## src/rtl/control_pipeline.sv

```systemverilog
// control_pipeline: carries decoder controls through the E/M/W pipeline registers with stall/flush, valid tracking and a retired-instruction count.
module control_pipeline #(
  parameter int CNT_W = 32
) (
  input  logic             clk_i,
  input  logic             reset_i,
  input  logic             valid_d_i,
  input  logic             reg_write_d_i,
  input  logic [2:0]       result_src_d_i,
  input  logic             mem_write_d_i,
  input  logic [1:0]       alu_op_d_i,
  input  logic [1:0]       branch_op_d_i,
  input  logic             width_op_d_i,
  input  logic             alu_src_d_i,
  input  logic             pc_base_src_d_i,
  input  logic             stall_e_i,
  input  logic             flush_e_i,
  input  logic             flush_m_i,
  output logic             valid_e_o,
  output logic             valid_m_o,
  output logic             valid_w_o,
  output logic [1:0]       alu_op_e_o,
  output logic [1:0]       branch_op_e_o,
  output logic             alu_src_e_o,
  output logic             pc_base_src_e_o,
  output logic             reg_write_e_o,
  output logic [2:0]       result_src_e_o,
  output logic             mem_write_e_o,
  output logic             width_op_e_o,
  output logic             reg_write_m_o,
  output logic [2:0]       result_src_m_o,
  output logic             mem_write_m_o,
  output logic             width_op_m_o,
  output logic             reg_write_w_o,
  output logic [2:0]       result_src_w_o,
  output logic [CNT_W-1:0] instret_o
);
  typedef struct packed {
    logic       valid;
    logic       reg_write;
    logic [2:0] result_src;
    logic       mem_write;
    logic [1:0] alu_op;
    logic [1:0] branch_op;
    logic       width_op;
    logic       alu_src;
    logic       pc_base_src;
  } ctrl_e_t;
  typedef struct packed {
    logic       valid;
    logic       reg_write;
    logic [2:0] result_src;
    logic       mem_write;
    logic       width_op;
  } ctrl_m_t;
  typedef struct packed {
    logic       valid;
    logic       reg_write;
    logic [2:0] result_src;
  } ctrl_w_t;
  ctrl_e_t e_d, e_q, d_in;
  ctrl_m_t m_d, m_q;
  ctrl_w_t w_d, w_q;
  logic [CNT_W-1:0] cnt_d, cnt_q;
  always_comb begin
    d_in = {valid_d_i, reg_write_d_i & valid_d_i, result_src_d_i, mem_write_d_i & valid_d_i,
            alu_op_d_i, branch_op_d_i, width_op_d_i, alu_src_d_i, pc_base_src_d_i};
    e_d = flush_e_i ? '0 : stall_e_i ? e_q : d_in;
    // a held E instruction must not also advance into M
    m_d = (flush_m_i || (stall_e_i && !flush_e_i)) ? '0 :
          {e_q.valid, e_q.reg_write & e_q.valid, e_q.result_src, e_q.mem_write & e_q.valid, e_q.width_op};
    w_d = {m_q.valid, m_q.reg_write & m_q.valid, m_q.result_src};
    cnt_d = cnt_q + {{(CNT_W-1){1'b0}}, w_q.valid};
  end
  always_ff @(posedge clk_i) begin
    if (reset_i) begin
      e_q   <= '0;
      m_q   <= '0;
      w_q   <= '0;
      cnt_q <= '0;
    end else begin
      e_q   <= e_d;
      m_q   <= m_d;
      w_q   <= w_d;
      cnt_q <= cnt_d;
    end
  end
  assign valid_e_o       = e_q.valid;
  assign reg_write_e_o   = e_q.reg_write;
  assign result_src_e_o  = e_q.result_src;
  assign mem_write_e_o   = e_q.mem_write;
  assign alu_op_e_o      = e_q.alu_op;
  assign branch_op_e_o   = e_q.branch_op;
  assign width_op_e_o    = e_q.width_op;
  assign alu_src_e_o     = e_q.alu_src;
  assign pc_base_src_e_o = e_q.pc_base_src;
  assign valid_m_o       = m_q.valid;
  assign reg_write_m_o   = m_q.reg_write;
  assign result_src_m_o  = m_q.result_src;
  assign mem_write_m_o   = m_q.mem_write;
  assign width_op_m_o    = m_q.width_op;
  assign valid_w_o       = w_q.valid;
  assign reg_write_w_o   = w_q.reg_write;
  assign result_src_w_o  = w_q.result_src;
  assign instret_o       = cnt_q;
endmodule
```

## config.mk

```make
export PLATFORM = sky130hd
export DESIGN_NAME = control_pipeline
export DESIGN_NICKNAME = d
export VERILOG_FILES = /design/src/rtl/control_pipeline.sv
export SDC_FILE = /design/constraint.sdc
export NUM_CORES = 1
export LEC_CHECK = 0
export ABC_AREA = 1
export ABC_CLOCK_PERIOD_IN_PS = 3400
export CAP_MARGIN = 20
export CORE_MARGIN = 1.5
export CORE_UTILIZATION = 30
export DETAILED_ROUTE_END_ITERATION = 12
export PLACE_DENSITY = 0.65
export SLEW_MARGIN = 10
export SYNTH_ARGS = -nofsm -noshare
export SYNTH_HDL_FRONTEND = slang
export SYNTH_SLANG_ARGS = --single-unit
```

## constraint.sdc

```tcl
create_clock -name clk_i -period 3.4 [get_ports clk_i]
set_input_delay 0.68 -clock clk_i [delete_from_list [all_inputs] [get_ports clk_i]]
set_output_delay 0.68 -clock clk_i [all_outputs]
set_load 0.02 [all_outputs]
```

# After elaboration in Yosys (flattened, before gate mapping)
# Index checks and enable logic that the tools add are counted.
# W data, S select, Z words.
[classes] n_shift=0 div=0 n_mux=0 multipliers=0 n_addsub=1 eq_ne=0 n_lt_le_gt_ge=0 n_bitwise=5 reduce_logical=5
[op_table] op="$add A32 B1 Y32" n=1
[op_table] op="$and A1 B1 Y1" n=5
[op_table] op="$reduce_or A2 Y1" n=2
[op_table] op="$logic_and A1 B1 Y1" n=1
[op_table] op="$logic_not A1 Y1" n=1
[op_table] op="$logic_or A1 B1 Y1" n=1
[totals] ram_bits=0 out_inout_bits=57 word_cells=29 in_bits=18 n_memories=0 latch_bits=0 mem_bits_ro=0 register_bits=57

# Depth between registers and ports, before layout
[depth] ltp_word=4 depth_mapped=9 depth_no_buf=9

# Least setup slack after synthesis
# Ideal clock, no wire load.
[synth_timing] path_kind="register -> register" startpoint="register cnt_q[0], in the netlist instret_o[0]" endpoint="register cnt_q[10], in the netlist instret_o[10]" stages_incl_launch_ff=9 setup_time_ps=128 setup_slack_ps=1802 n_path_buf=0 arrival_ps=1470 cell_sequence="dfxtp_1 > ha_1 > ha_1 > nand2_1 > nor2_4 > nand2_4 > nor2_4 > xor2_1 > nor2_1"
[synth_between] elab_chain_cells=1
[synth_rtl] element="from (decl)" line="64" rtl="logic [CNT_W-1:0] cnt_d, cnt_q;"
[synth_rtl] element="from (signal assigned)" line="85" rtl="cnt_q <= cnt_d;"
[synth_rtl] element="$add A32 B1 Y32" line="73" rtl="cnt_d = cnt_q + {{(CNT_W-1){1'b0}}, w_q.valid};"
# Every way passes these cells.
# A chain may end at the register's enable or synchronous reset.

# Final worst setup path
[layout_timing] startpoint="register cnt_q[4], in the netlist instret_o[4]" endpoint="output port instret_o[4]"
[layout_rtl] element="to (decl)" line="36" rtl="output logic [CNT_W-1:0] instret_o"
# No word-level cell between the ends.

==> results_dict.tcl <==
set metrics [dict create \
    setup_viol 0 \
    start_util_pct 30.9 \
    cp.buffers_inverters 1 \
    area_delta_synth_final_pct 41.1 \
    maxSlewHeadroom_pct 55.6 \
    synth.area.top_cells "dfxtp_1 45%, nand2_1 12%, nor2_1 12%, a21oi_1 6.1%, inv_1 4.3%" \
    synthArstFlopShare_pct 0 \
    fp.dieArea_um2 8980 \
    min_path_cells 2 \
    synthCells 354 \
    rsz0062_at_grt "false" \
    die_y_um 94.7 \
    period_needed_ns 2.11 \
    path_max_fanout 6 \
    seq_area_frac_synth_pct 45.2 \
    crit_path_end_kind "output port" \
    grt_pass1_vias 2292 \
    cp_slowest_stage_delay_ns 0.65 \
    maxCapViolations 0 \
    avgSynthCellArea_um2 7.13 \
    dp_hpwl_mm 4.79 \
    syn_nets 375 \
    grt_start_max_net_pins 21 \
    dieWidth_um 94.7 \
    fin_crit_sh_pct 62.0 \
    clk_latency_ns 0.34 \
    cts_resized 0 \
    nNetsFinal 452 \
    synth_top_area_share_pct 45.2 \
    post_drt_wl_per_cell_um 11.6 \
    p_leak_nw 1.29 \
    reg2regPathDepth 9 \
    gp_congestion 0.829 \
    ctsHoldBuffers 0 \
    htreeDepth 3 \
    hold_violations 0 \
    drtIter0Drc 86 \
    critPathKind "flip-flop to output port" \
    hp-class "flip-flop to flip-flop" \
    report.final.slew_viol_count 0 \
    fin_tns_setup_ns 0 \
    diodes 0 \
    num_vias 2423 \
    power_density_nw_per_um2 392 \
    drc_errors 0 \
    min_to "result_src_w_o[2]" \
    critPathArrivalTime_ns 1.43 \
    yosys.cell_count.top_type "nand2_1" \
    design_area_um2 3560 \
    drt_wl_total_mm 6.26 \
    place_area_um2 3360 \
    slowest_stage "clkdlybuf4s50_1" \
    ys_seq_elements 57 \
    antenna_found_initial 0 \
    grt_pass1_wl_mm 10.5 \
    drive_above_1_share_pct 9.40 \
    fillerInstances 842 \
    post-cts-setup-buffer-count 0 \
    synth_commonest_cells "84 x nand2_1, 79 x nor2_1, 57 x dfxtp_1" \
    pin_count 75 \
    synth_cell_type_count 27 \
    ant_nets 0 \
    tightest_slew_ns 0.666 \
    cts_made_buffers 9 \
    syn-cell-area_um2 2520 \
    fmax_mhz 475 \
    viasPerCell 4.48 \
    path_cells "clkdlybuf4s50_1" \
    cts_tree "done" \
    std_cell_rows 33 \
    rrSetupSlack_ns 1.78 \
    grtUsageTotal_pct 15.3 \
    required_ns 2.72 \
    r2r-start "valid_w_o" \
    startpoint "instret_o[4]" \
    portBuffers 74 \
    clock_path_buffers 2 \
    r2r-end "instret_o[30]" \
    hp-start "result_src_m_o[2]" \
    synth_ff_type "dfxtp_1" \
    synth_edf_count 0 \
    startpoint_type "flip-flop" \
    cts_root_buf "clkbuf_8" \
    crit_family "buffers and inverters" \
    ir_worst_vdd_v 0.000257 \
    synth_top_cell_by_area "dfxtp_1" \
    firstDrtPassIters 7 \
    core_area_um2 8180 \
    ys_warn_count 0 \
    status "completed" \
    path_clk_slew_ns 0.07 \
    cts.sink_count 57 \
    grt-ovfl-total 0 \
    skew_ns 0.00982 \
]
-- registers in the layout, indices dropped and copies added, names as in the netlist, 2 cells and up --
register / count
result_src_w_o: 3
alu_op_e_o: 2
instret_o: 32
branch_op_e_o: 2
result_src_m_o: 3
result_src_e_o: 3
-- cells by family (layout without fill, tap and decap cells) --
group	Yosys count	in the layout	share of synthesized area, %
xor+xnor	4	4	1.39
compound gates	40	40	8.23
fa+ha+maj	3	3	1.49
flops	57	57	45.2
buf+inv	40	122	6.64
simple gates	210	210	37.1
-- where the power goes --
| group | switching (W) | internal, W | total (W) |
|---|---|---|---|
| clock | 0.000284 | 0.000359 | 0.000643 |
| sequential | 0.00000345 | 0.000674 | 0.000677 |
| combinational | 0.0000377 | 0.0000368 | 0.0000745 |
| total | 0.000325 | 0.00107 | 0.00139 |
-- worst max-delay path by stage --
stage,endpoint,depth (start not counted)
after floorplan,instret_o[10],8
after global placement,instret_o[5],5
after detailed placement,instret_o[8],5
after CTS,instret_o[4],1
after global routing,instret_o[4],1
final,instret_o[4],1
-- cell usage in the layout, fill, tap and decap left out, types with 2 or more instances in the layout --
cell and count:
clkbuf_8 10, buf_4 2, clkdlybuf4s50_1 74, xor2_1 4, nand2_4 2, clkinvlp_4 2
ha_1 3, inv_1 29, nand3_1 18, and2_1 4, o21ai_0 5, a21oi_1 31
nor2_1 79, clkinv_4 2, a211oi_1 2, dfxtp_1 57, nand2_2 7, nor2_2 5
nand2_1 84, nor2_4 6
-- metrics by stage --
step / hold WS [ns] / setup WS (ns) / util (%) / cells / power, W
after floorplan: 0.403 / 1.80 / - / 354 / 0.000729
after global placement: 0.412 / 1.21 / 41.1 / 525 / 0.000767
after detailed placement: 0.418 / 1.17 / 41.1 / 525 / 0.000768
after CTS: 0.416 / 1.26 / 43.6 / 541 / 0.00142
after global routing: 0.447 / 1.23 / 43.6 / 541 / 0.00145
final: 0.417 / 1.29 / 43.6 / 541 / 0.00139
-- area by class of cell --
class	count	area (um^2)	area share [%]
inverter	30	113	3.16
tap	105	131	3.69
clock buffer	10	138	3.86
timing repair buffer	76	756	21.2
multi-input combinational	257	1220	34.1
clock inverter	6	67.6	1.90
sequential	57	1140	32.0
-- layer usage --
| metal | up-vias | track usage (%) | wire, um |
|---|---|---|---|
| met4 | 0 | 4.48 | 53 |
| met1 | 1083 | 16.1 | 2540 |
| met3 | 6 | 8.53 | 678 |
| met2 | 82 | 26.1 | 2990 |
| li1 | 1252 | - | - |
| met5 | - | 0 | 0 |
No activity file was read; power rests on OpenSTA's default activity.
